===== config.mk =====
export PLATFORM = sky130hd
export DESIGN_NAME = shift_sequencer
export DESIGN_NICKNAME = d
export VERILOG_FILES = /design/src/rtl/shift_pkg.sv /design/src/rtl/shift_bit_counter.sv /design/src/rtl/shift_sequencer.sv
export SDC_FILE = /design/constraint.sdc
export NUM_CORES = 1
export LEC_CHECK = 0
export BUFFER_PORTS_ARGS = -buffer_cell sky130_fd_sc_hd__buf_2
export CAP_MARGIN = 20
export CELL_PAD_IN_SITES_DETAIL_PLACEMENT = 0
export CELL_PAD_IN_SITES_GLOBAL_PLACEMENT = 1
export CORE_MARGIN = 2
export CORE_UTILIZATION = 35
export CTS_BUF_LIST = sky130_fd_sc_hd__clkbuf_8
export DETAILED_ROUTE_END_ITERATION = 6
export PLACE_DENSITY = 0.9
export RECOVER_POWER = 100
export SETUP_SLACK_MARGIN = 0.5
export SLEW_MARGIN = 40
export SYNTH_ARGS = -nofsm -noshare
export SYNTH_HDL_FRONTEND = slang
export SYNTH_SLANG_ARGS = --single-unit

===== constraint.sdc =====
create_clock -name clk -period 2.3 [get_ports clk]
set_clock_uncertainty 0.05 [all_clocks]
set_input_delay 0.23 -clock clk [delete_from_list [all_inputs] [get_ports clk]]
set_output_delay 0.23 -clock clk [all_outputs]
set_load 0.01 [all_outputs]

===== src/rtl/shift_pkg.sv =====
`timescale 1ns/1ps
// Shared select codes, FSM state encoding and the direction-to-select helper
// used by the shift sequencer and its bench.
package shift_pkg;

    localparam logic [1:0] SEL_HOLD  = 2'b00;
    localparam logic [1:0] SEL_RIGHT = 2'b01;
    localparam logic [1:0] SEL_LEFT  = 2'b10;
    localparam logic [1:0] SEL_LOAD  = 2'b11;

    typedef enum logic [2:0] {
        IDLE  = 3'd0,
        LOAD  = 3'd1,
        SHIFT = 3'd2,
        PAR   = 3'd3,
        DONE  = 3'd4
    } state_t;

    // dir=1 sends the MSB out first, which means a left shift.
    function automatic logic [1:0] sel_for_dir(input logic dir);
        return dir ? SEL_LEFT : SEL_RIGHT;
    endfunction

endpackage


===== src/rtl/shift_bit_counter.sv =====
`timescale 1ns/1ps
// Counts shift beats of one word; tc flags the last beat (WIDTH-1).
// Latency: count updates on the edge after en; tc is combinational from count.
// Backpressure: none; saturates at WIDTH-1 instead of wrapping.
module shift_bit_counter #(
    parameter int WIDTH = 8,
    parameter int CNT_W = 4
) (
    input  logic clk,
    input  logic reset,
    input  logic clr,
    input  logic en,
    output logic tc
);

    logic [CNT_W-1:0] count;

    assign tc = (count == CNT_W'(WIDTH - 1));

    always_ff @(posedge clk or negedge reset) begin
        if (!reset) begin
            count <= '0;
        end else if (clr) begin
            count <= '0;
        end else if (en && !tc) begin
            count <= count + 1'b1;
        end
    end

endmodule


===== src/rtl/shift_sequencer.sv =====
`timescale 1ns/1ps
// Drives a universal shift register as a parallel-to-serial transmitter (SHIFT_SEQ_PARITY_EN adds a parity beat).
// Latency: accept -> LOAD next cycle -> WIDTH serial beats -> done pulse; word period WIDTH+3 (+1 with parity).
// Backpressure: in_ready only in IDLE; inputs are latched at accept and never re-sampled mid-word.
module shift_sequencer
    import shift_pkg::*;
#(
    parameter int WIDTH = 8,
    parameter int CNT_W = 4
) (
    input  logic             clk,
    input  logic             reset,
    input  logic             in_valid,
    output logic             in_ready,
    input  logic [WIDTH-1:0] in_data,
    input  logic             in_dir,
    input  logic             in_fill,
    output logic [1:0]       sr_s,
    output logic [WIDTH-1:0] sr_i,
    output logic             sr_r,
    input  logic [WIDTH-1:0] sr_q,
    output logic             ser_out,
    output logic             ser_valid,
    output logic             busy,
    output logic             done
);

    state_t           state;
    state_t           state_n;
    logic [WIDTH-1:0] data_q;
    logic             dir_q;
    logic             fill_q;
    logic             accept;
    logic             cnt_clr;
    logic             cnt_en;
    logic             cnt_tc;

    assign accept = in_valid && (state == IDLE);

    shift_bit_counter #(
        .WIDTH (WIDTH),
        .CNT_W (CNT_W)
    ) u_cnt (
        .clk   (clk),
        .reset (reset),
        .clr   (cnt_clr),
        .en    (cnt_en),
        .tc    (cnt_tc)
    );

    always_ff @(posedge clk or negedge reset) begin
        if (!reset) begin
            state <= IDLE;
        end else begin
            state <= state_n;
        end
    end

    always_ff @(posedge clk or negedge reset) begin
        if (!reset) begin
            data_q <= '0;
            dir_q  <= 1'b0;
            fill_q <= 1'b0;
        end else if (accept) begin
            data_q <= in_data;
            dir_q  <= in_dir;
            fill_q <= in_fill;
        end
    end

    always_comb begin
        state_n = state;
        cnt_clr = 1'b0;
        cnt_en  = 1'b0;
        case (state)
            IDLE: begin
                if (accept) state_n = LOAD;
            end
            LOAD: begin
                cnt_clr = 1'b1;
                state_n = SHIFT;
            end
            SHIFT: begin
                cnt_en = 1'b1;
                if (cnt_tc) begin
`ifdef SHIFT_SEQ_PARITY_EN
                    state_n = PAR;
`else
                    state_n = DONE;
`endif
                end
            end
            PAR: begin
                state_n = DONE;
            end
            DONE: begin
                state_n = IDLE;
            end
            default: begin
                state_n = IDLE;
            end
        endcase
    end

    // Moore decode; ser_out in SHIFT is the only path from an input (sr_q).
    always_comb begin
        in_ready  = 1'b0;
        sr_s      = SEL_HOLD;
        sr_i      = '0;
        sr_r      = 1'b0;
        ser_out   = 1'b0;
        ser_valid = 1'b0;
        busy      = 1'b1;
        done      = 1'b0;
        case (state)
            IDLE: begin
                in_ready = 1'b1;
                busy     = 1'b0;
            end
            LOAD: begin
                sr_s = SEL_LOAD;
                sr_i = data_q;
            end
            SHIFT: begin
                sr_s      = sel_for_dir(dir_q);
                sr_r      = fill_q;
                ser_valid = 1'b1;
                ser_out   = dir_q ? sr_q[WIDTH-1] : sr_q[0];
            end
`ifdef SHIFT_SEQ_PARITY_EN
            PAR: begin
                ser_valid = 1'b1;
                ser_out   = ^data_q;
            end
`endif
            DONE: begin
                done = 1'b1;
            end
            default: begin
                busy = 1'b1;
            end
        endcase
    end

endmodule


==> impl_results.md, run 1 <==
- Detail Placement HPWL: ~1200 um
- Combinational power share: 0.444
- XOR/XNOR Fraction of Synth Area: 0
- Tcrit/Tclk final: 0.830
- Crit path launch type: flop
- Status: finished, final reports clean
- Sequential fraction of the synthesis area: 0.533
- Setup WS post-layout: approximately 0.4 ns
- Slowest cell delay on critical path: 0.50 ns
- Net Count, Synth: 92
- Mux contribution to synthesized area: 0.154
- Die Area: 2680 sq um
- Fill cell count: 221
- Mapped cell area: ~800 sq um
- Worst slew pin tran: ~0.91 ns
- Post-synthesis cell type count: 22
- Total GRT Usage: 0.137
- Sw frac: 0.361
- Simple-Gate Fraction of Synth Area: 0.215
- Initial Util: 0.364
- Avg Cell Area, Syn: 11.4 sq um
- Fin nets: 131
- Top-count cell post-synth: dfrtp_1
- Hold_ws: 0.154 ns
- Layout cells sized above 1: 0.398
- Clock Tree Root: clkbuf_8
- Core area: 2190 sq um
- Via Count: 684
- R2R cell count: 3
- Internal power: 871 uW
- I/O pin count: 37
- Switch Pwr: 491 uW
- Vias/cell: just over 5
- Cell mode on critical path: nand2_1
- RSZ-0062 raised after global routing: yes
- CTS Sinks: 17
- Site row count: 17
- Synth area leader: dfrtp_1
- Post-Syn Instances: 70
- # diodes: 0
- Sequential Power Share: 0.392
- Sum Neg Setup Slack: 0 ns
- #FFs+latches synth: 17
- CP Capture Type: primary output
- Setup slack at placement: 0.476 ns
- Final min period: 1.91 ns
- Max FO, Critical Path: 7
- Detailed router's first-iteration violation count: 5
- CTS Buffer Depth: 2
- Num CTS Buffers: 3
- Adder-Cell Fraction of Synth Area: 0.0157
- Setup CP Type: flop to primary output
- Synth Area in Compound Gates: 0.0564
- Max Cap Violations: 0
- DRT Wirelength: between 1500 and 2000 um
- Skew-Pair Late Insertion Delay: 0.25 ns
- Hold Violations, Final: 0
- Initial antenna violation count: 0
- H-tree depth: 1
- Critical-path top delay cell: or3b_1
- Post-Layout Cell Count: about 140
- FFs w/ async S/R, synth: 1.00
- Fmax: 524 MHz
- WHS Path Cells: 2
- Power per cell area: between 1000 and 1500 nW/um^2
- Static leakage power: 0.502 nW
- Drt pass-1 iters: 2
- Top_reg_cell synth: dfrtp_1
- Largest family of logic cells by synthesized area: simple AND/OR/NAND/NOR gates
- CTS tree: built
- Area share of the largest cell type after synthesis: 0.533
- Routed Antenna Nets: 0
- First-pass GRT wire length: 2790 um
- Register area: 425 sq um
- Port Buffer Count: 30
- Setup Viol. Count Final: 0
- Worst VDD drop: 0.000535 V
- Worst EP required: 2.02 ns
- Syn-to-layout area delta: 33.1%
- Largest net degree at the start of global routing: 18
- DRC Markers: 0
- Global route overflow: 0
- Worst rel slew slack: 0.392
- Crit-path cells: or3b_1 > clkinvlp_2 > nand2_1 > nand2_1 > clkbuf_1
- Overall power: between 1 and 1.5 mW
- Slew Viols, Final: 0
- Vias in the first global route: 643
- DR WL/cell: 12.6 um
- Die H: 51.8 um
- Clk pwr share: 0.164
- Area contributors post-synth: dfrtp_1, mux2_2, and2_1
- Fin util: 0.485
- Post-synth EDFFs: 0
- Routability cong.: ~0.7
- Area after DPL: 977 sq um
- Multi-input logic area: between 300 and 400 sq um
- WP data arrival: 1.63 ns
- Dpl cells: 126
- Fin area: 1060 sq um
- Hold Path Class: primary input to flop
- Width of the chip: 51.8 um
- CTS clk-pin slew, worst paths: 0.07 ns
- Synth Warn #: 0
- Top cells by count, synth: dfrtp_1, and2_1, mux2_2
metal layers:
metal / vias to the layer above / wire (um) / global-route usage
li1: 323 / - / -
met1: 341 / 765 / 0.174
met2: 20 / 849 / 0.235
met3: 0 / 92 / 0.0345
met5: - / 0 / 0
met4: 0 / 0 / 0.0263
state kept, by name, summed over array words and instances (netlist names):
register,flops
fill_q,1
data_q,8
u_cnt.count,4
state,3
dir_q,1
power by group through the flow:
| stage | sequential (mW) | clock [mW] | combinational (mW) |
|---|---|---|---|
| floorplan | 0.507 | 0 | 0.396 |
| global placement | 0.523 | 0 | 0.550 |
| detailed placement | 0.531 | 0 | 0.570 |
| CTS | 0.530 | 0.226 | 0.587 |
| global route | 0.561 | 0.242 | 0.683 |
| finish | 0.534 | 0.223 | 0.605 |
cells by family after synthesis:
group,after synthesis
adder cells (fa/ha/maj),1
AO/OA/AOI/OAI,9
buffers and inverters,5
flip-flops,17
multiplexers,11
AND/OR/NAND/NOR,27
cell type report:
cell class,count,share of cell area
timing repair buffer,36,0.174
multi-input combinational,49,0.340
tap,28,0.0330
sequential,17,0.400
clock buffer,3,0.0389
clock inverter,1,0.00471
inverter,2,0.00824
timing repair:
action	in CTS	in global routing
hold endpoints to repair	17	0
gates resized for setup	4	6
setup buffers	0	4
hold buffers	1	0
setup endpoints to repair	19	8
cloned	0	1
pin swaps	1	3
layout by cell type, fill, tap and decap left out:
master,n
or3b_2,2
buf_2,20
nand3_1,1
inv_1,1
nand2_1,2
clkbuf_8,3
nor3_1,2
nand3b_1,1
clkinv_2,1
or3_1,1
dlygate4sd3_1,1
nor3b_1,3
or4_1,1
mux2i_1,1
mux2_2,10
clkinvlp_2,1
nor2_1,2
or3b_1,1
and4_1,1
a21oi_1,4
dfrtp_1,17
and3b_1,1
ha_1,1
and2_2,1
clkbuf_1,10
buf_4,5
o21ai_0,5
and2_0,2
and2_1,7
critical path: cells and delay by family, from the launching register on:
kind,cells,cell delay (ns)
flops,1,0.44
buf+inv,2,0.32
simple gates,3,0.61
path summary, 6_finish.rpt:
path / startpoint / endpoint / slack (ns)
max: state[2] / sr_s[1] / 0.39
min: in_data[4] / data_q[4] / 0.15
max reg2reg: state[2] / u_cnt.count[3] / 0.56
min reg2reg: data_q[5] / data_q[5] / 0.45
max in group asynchronous: reset / data_q[1] / 1.05
min in group asynchronous: reset / data_q[3] / 0.59
No activity file was read; power rests on OpenSTA's default activity.
==> inputs of run 2 (changes only) <==
--- a/config.mk
+++ b/config.mk
@@ -5,12 +5,13 @@
 export SDC_FILE = /design/constraint.sdc
 export NUM_CORES = 1
 export LEC_CHECK = 0
+export ABC_AREA = 1
 export BUFFER_PORTS_ARGS = -buffer_cell sky130_fd_sc_hd__buf_2
 export CAP_MARGIN = 20
 export CELL_PAD_IN_SITES_DETAIL_PLACEMENT = 0
 export CELL_PAD_IN_SITES_GLOBAL_PLACEMENT = 1
 export CORE_MARGIN = 2
-export CORE_UTILIZATION = 35
+export CORE_UTILIZATION = 34
 export CTS_BUF_LIST = sky130_fd_sc_hd__clkbuf_8
 export DETAILED_ROUTE_END_ITERATION = 6
 export PLACE_DENSITY = 0.9
==> constraint.sdc (replaced) <==
create_clock -name clk -period 1.9 [get_ports clk]
set_clock_uncertainty 0.05 [all_clocks]
set_input_delay 0.19 -clock clk [delete_from_list [all_inputs] [get_ports clk]]
set_output_delay 0.19 -clock clk [all_outputs]
set_load 0.01 [all_outputs]
==> run 2 against run 1 <==
Hold slack got worse by 0.060 ns. Area after synthesis increased by 8.2%. Register-to-register slack got worse by 0.25 ns. Power increased by 35%. Synthesized cell count increased by 47%. Setup slack got worse by 0.12 ns. Routed wire length increased by 3.0%. Critical endpoint is now sr_s[0]. Combinational power increased by 56%.
==> impl_results.md, run 2 <==
- Worst VDD drop: around 0.00067 V
- Max FO, Critical Path: 7
- Synth area leader: dfrtp_1
- Clk pwr share: 0.147
- DR WL/cell: 10.2 um
- Multi-input logic area: 355 sq um
- H-tree depth: 1
- Total GRT Usage: 0.129
- Internal power: approximately 1 mW
- Vias in the first global route: 653
- Initial Util: 0.355
- Top cells by count, synth: nand2_1, dfrtp_1, inv_1
- Fmax: 613 MHz
- Post-Layout Cell Count: ~170
- Max reg flops: 8
- Worst rel slew slack: 0.399
- Die Area: 2960 sq um
- Routed Antenna Nets: 0
- Crit path launch type: flop
- RSZ-0062 raised after global routing: yes
- CTS clk-pin slew, worst paths: approximately 0.07 ns
- Vias/cell: ~4.4
- Sequential fraction of the synthesis area: 0.493
- Worst slew pin tran: 0.901 ns
- Initial antenna violation count: 0
- CTS tree: built
- Sw frac: 0.438
- Global route overflow: 0
- DRT Wirelength: 1760 um
- Die H: between 50 and 60 um
- Worst Path Buf+Inv: 2
- Slowest cell delay on critical path: 0.42 ns
- Tcrit/Tclk final: 0.859
- Crit-path cells: buf_4 > nand2_1 > o21ai_0 > buf_2
- Top reg by flops: data_q
- Post-synth EDFFs: 0
- Setup slack at placement: 0.458 ns
- Setup Viol. Count Final: 0
- Fin nets: about 170
- Sequential Power Share: 0.340
- Largest net degree at the start of global routing: 22
- Hold_ws: 0.0936 ns
- Register area: 428 sq um
- Skew-Pair Late Insertion Delay: 0.25 ns
- R2R cell count: 7
- Post-Syn Instances: roughly 100
- Critical-path top delay cell: dfrtp_2
- Post-synthesis cell type count: 19
- Layout cells sized above 1: 0.336
- Synth Warn #: 0
- Setup WS post-layout: between 0.2 and 0.3 ns
- Max Cap Violations: 0
- Hold Violations, Final: 0
- Detailed router's first-iteration violation count: 10
- FFs w/ async S/R, synth: 1.00
- Switch Pwr: 802 uW
- First-pass GRT wire length: roughly 2700 um
- Top flop regs: data_q (8), u_cnt.count (4), state (3)
- Num CTS Buffers: 3
- I/O pin count: 37
- Top_reg_cell synth: dfrtp_1
- Top-count cell post-synth: nand2_1
- Via Count: 755
- Syn-to-layout area delta: 31.6%
- Detail Placement HPWL: 1230 um
- Mapped cell area: 863 sq um
- Most common cell after layout, fill and taps aside: nand2_1
- Most frequent cells in the layout: nand2_1, buf_2, inv_1, dfrtp_1, clkbuf_1
- Power per cell area: 1610 nW/um^2
- Slew Viols, Final: 0
- Width of the chip: 54.4 um
- Port Buffer Count: 30
- Hold Path Class: primary input to flop
- DRC Markers: 0
- #FFs+latches synth: 17
- Net Count, Synth: 125
- CP Capture Type: primary output
- Fill cell count: 279
- Setup CP Type: flop to primary output
- CTS Buffer Depth: 2
- Crit-path leading delay family: flip-flops
- Sum Neg Setup Slack: 0 ns
- CTS Sinks: 17
- Clock Tree Root: clkbuf_8
- Status: finished, final reports clean
- Area share of the largest cell type after synthesis: 0.493
- Routability cong.: 0.732
- Site row count: 18
- Drt pass-1 iters: 2
- Overall power: 1.83 mW
- Dpl cells: between 150 and 200
- Final min period: 1.63 ns
- # diodes: 0
- Core area: 2430 sq um
- Avg Cell Area, Syn: between 8 and 9 sq um
- WP data arrival: 1.39 ns
- Fin area: 1140 sq um
- CP Depth: 4
- Combinational power share: 0.514
- WHS Path Cells: 3
- Static leakage power: around 0.6 nW
- Area contributors post-synth: dfrtp_1, nand2_1, o21ai_2
- Worst EP required: 1.66 ns
- Fin util: 0.467
- Area after DPL: 1020 sq um
## run 2: cell types whose count changed in the layout (fill, tap and decap cells not counted), moves of 4 or more
cell | before | now
and2_1 | 7 | 0
mux2_2 | 10 | 0
nor2_1 | 2 | 8
nor2_2 | 0 | 6
o21ai_2 | 0 | 4
inv_1 | 1 | 15
a21oi_1 | 4 | 0
nand2_1 | 2 | 28
## run 2: power groups by stage
stage	Sequential (mW)	Clock, mW	Combinational, mW
5_1_grt	0.638	0.296	1.06
4_1_cts	0.622	0.279	1.01
3_3_place_gp	0.614	0	0.833
2_1_floorplan	0.600	0	0.666
3_5_place_dp	0.621	0	0.852
6_report	0.622	0.269	0.941
## run 2: kinds of logic (layout without fill, tap and decap cells)
kind of cell | Yosys count | after routing | share of synthesized area
DFF | 17 | 17 | 0.493
buffers and inverters | 21 | 60 | 0.113
and+or+nand+nor | 50 | 51 | 0.251
adders and majority gates | 1 | 1 | 0.0145
AOI/OAI and AO/OA | 13 | 13 | 0.119
xor gates and xnor gates | 1 | 1 | 0.0101
## run 2: area by class of cell
type / count / area share
Sequential cell: 17 / 0.377
Inverter: 18 / 0.0639
Timing Repair Buffer: 38 / 0.173
Clock inverter: 1 / 0.00441
Tap cell: 30 / 0.0330
Clock buffer: 3 / 0.0363
Multi-Input combinational cell: 66 / 0.313
## run 2: repair_timing
| action | CTS | global route |
|---|---|---|
| pin swaps | 2 | 4 |
| cloned | 1 | 0 |
| hold endpoints to repair | 17 | 0 |
| resized for setup | 11 | 12 |
| setup buffers | 5 | 2 |
| hold buffers | 1 | 0 |
| endpoints found under the setup margin | 15 | 30 |
## run 2: metal layers
metal,global-route usage,up-vias,part of all wire
met5,0,-,0
met1,0.164,342,0.46
li1,-,395,-
met4,0.0875,0,0.015
met3,0.0164,2,0.036
met2,0.205,16,0.48
## run 2: final timing paths
path	from	end	slack, ns
setup / recovery	state[0]	sr_s[0]	0.27
hold / removal	in_data[0]	data_q[0]	0.09
setup reg to reg	state[2]	u_cnt.count[0]	0.31
hold reg to reg	data_q[5]	data_q[5]	0.48
max in group asynchronous	reset	state[1]	0.65
min in group asynchronous	reset	data_q[2]	0.54
## run 2: tightest hold or removal path: cells and delay by family
| kind | cells | cell delay (ns) |
|---|---|---|
| buffers and inverters | 1 | 0.08 |
| and+or+nand+nor | 1 | 0.05 |
| AOI/OAI and AO/OA | 1 | 0.04 |
==> inputs of run 3 (changes only) <==
--- a/config.mk
+++ b/config.mk
@@ -8,13 +8,13 @@
 export ABC_AREA = 1
 export BUFFER_PORTS_ARGS = -buffer_cell sky130_fd_sc_hd__buf_2
 export CAP_MARGIN = 20
-export CELL_PAD_IN_SITES_DETAIL_PLACEMENT = 0
-export CELL_PAD_IN_SITES_GLOBAL_PLACEMENT = 1
+export CELL_PAD_IN_SITES_DETAIL_PLACEMENT = 1
+export CELL_PAD_IN_SITES_GLOBAL_PLACEMENT = 2
 export CORE_MARGIN = 2
-export CORE_UTILIZATION = 34
+export CORE_UTILIZATION = 26
 export CTS_BUF_LIST = sky130_fd_sc_hd__clkbuf_8
 export DETAILED_ROUTE_END_ITERATION = 6
-export PLACE_DENSITY = 0.9
+export PLACE_DENSITY = 0.89
 export RECOVER_POWER = 100
 export SETUP_SLACK_MARGIN = 0.5
 export SLEW_MARGIN = 40
==> run 3 against run 2 <==
Non-clock buffer count up 2. Hold slack gained 0.0099 ns. Register-to-register slack better by 0.10 ns. Utilization decreased by 8.8 points. Routed wire length rose by 29%. Cell count grew 9.2%.
==> impl_results.md, run 3 (synthesis results as in run 2) <==
- Status: finished, final reports clean
- RSZ-0062 raised after global routing: yes
- Top reg by flops: data_q
- Clock Tree Root: clkbuf_8
- Initial Util: 0.278
- Slew Viols, Final: 0
- Max FO, Critical Path: 7
- Crit-path cells: nor2_4 > nand2_1 > nor2_1 > clkbuf_1
- WP data arrival: 1.38 ns
- Worst rel slew slack: 0.376
- Hold Violations, Final: 0
- Detailed router's first-iteration violation count: 15
- DRC Markers: 0
- Most frequent cells in the layout: nand2_1, buf_2, inv_1, dfrtp_1, clkbuf_1
- Power per cell area: 1640 nW/um^2
- Final min period: 1.62 ns
- Crit-path leading delay family: simple AND/OR/NAND/NOR gates
- Port Buffer Count: 30
- Post-Layout Cell Count: around 190
- CP Capture Type: primary output
- Setup Viol. Count Final: 0
- Fmax: between 600 and 700 MHz
- Hold Startpoint: in_data[0]
- Syn-to-layout area delta: 36.2%
- Width of the chip: 61.6 um
- Slowest cell delay on critical path: about 0.42 ns
- Register area: 428 sq um
- Tcrit/Tclk final: 0.851
- Crit path launch type: flop
- Initial antenna violation count: 0
- CTS Buffer Depth: 2
- DR WL/cell: ~12 um
- Total GRT Usage: 0.126
- Routed Antenna Nets: 0
- Fin nets: around 170
- RR Startpoint: state[1]
- H-tree depth: 1
- Routability cong.: 0.645
- First-pass GRT wire length: ~3400 um
- WHS Path Cells: 3
- Critical-path top delay cell: dfrtp_1
- Core area: 3100 sq um
- Setup slack at placement: 0.389 ns
- Hold Path End: data_q[0]
- Largest net degree at the start of global routing: 22
- # diodes: 0
- Top flop regs: data_q (8), u_cnt.count (4), state (3)
- Static leakage power: around 0.6 nW
- Drt pass-1 iters: 4
- Site row count: 20
- Vias/cell: 4.22
- R2r setup slk: 0.41 ns
- Detail Placement HPWL: 1520 um
- CTS tree: built
- Die H: 61.6 um
- Layout cells sized above 1: 0.345
- CTS clk-pin slew, worst paths: about 0.060 ns
- Worst Path Buf+Inv: 1
- Skew-Pair Late Insertion Delay: ~0.25 ns
- R2R cell count: 6
- Most common cell after layout, fill and taps aside: nand2_1
- Worst EP required: 1.66 ns
- Worst slew pin tran: roughly 0.94 ns
- Global route overflow: 0
- Fin util: 0.379
- Die Area: 3800 sq um
- DRT Wirelength: approximately 2300 um
- I/O pin count: 37
- Worst r2r dst: state[2]
- Max reg flops: 8
- Sum Neg Setup Slack: 0 ns
- Max Cap Violations: 0
- Vias in the first global route: 781
- CTS Sinks: 17
- Num CTS Buffers: 3
- Hold Path Class: primary input to flop
- Multi-input logic area: 363 sq um
- Via Count: 797
- Dpl cells: 174
- Worst VDD drop: 0.000494 V
- Setup WS post-layout: 0.283 ns
- Fill cell count: 410
- Setup CP Type: flop to primary output
run 3: cell types whose count changed in the layout (fill, tap and decap cells not counted), sizes merged:
cell | before | now
buf | 23 | 25
inv | 18 | 19
clkinv | 1 | 0
run 3: area by class of cell:
class                   instances  share of cell area
repair buffers                 40               0.181
well taps                      44              0.0468
inverters                      18              0.0617
clock inverters                 1             0.00319
multi-input cells              66               0.309
flip-flops and latches         17               0.364
clock buffers                   3              0.0351
run 3: power by group:
part           leakage, nW  switching, mW  internal (mW)
logic                0.371          0.632          0.396
clock network       0.0269          0.116          0.143
registers            0.212          0.109          0.529
total                0.610          0.857           1.07
run 3: worst max path at each step:
stage	from	end	slack (ns)	depth (start not counted)
3_5_place_dp	state[1]	sr_s[0]	0.39	4
3_3_place_gp	state[1]	sr_i[2]	0.50	4
4_1_cts	state[2]	sr_i[6]	0.42	4
5_1_grt	state[1]	sr_i[7]	0.20	4
2_1_floorplan	u_cnt.count[0]	u_cnt.count[3]	0.63	7
6_report	state[2]	sr_i[7]	0.28	4
run 3: through the flow:
stage	cell area, sq um	hold slack [ns]	total power, mW
CTS	1170	0.102	1.95
global route	1180	0.109	2.11
detailed placement	1040	0.0826	1.51
floorplan	863	-0.156	1.27
finish	1180	0.103	1.93
global placement	1040	0.0821	1.46
run 3: metal layers:
| metal | global-route usage | routed length (um) | vias up |
|---|---|---|---|
| li1 | - | - | 400 |
| met1 | 0.148 | 993 | 373 |
| met2 | 0.221 | 1140 | 20 |
| met3 | 0.0315 | 111 | 4 |
| met4 | 0.0456 | 27 | 0 |
| met5 | 0 | 0 | - |
run 3: tightest hold or removal path, delay by kind of cell:
kind,cells,cell delay [ns]
AO/OA/AOI/OAI,1,0.05
buffers and inverters,1,0.07
AND/OR/NAND/NOR,1,0.05
run 3: timing repair:
action / 4_1_cts / 5_1_grt
gates resized for setup: 12 / 16
hold buffers: 1 / 0
setup buffers: 6 / 3
pin swaps: 1 / 4
gates cloned: 1 / 0
endpoints found under the hold margin: 17 / 0
setup endpoints to repair: 25 / 30
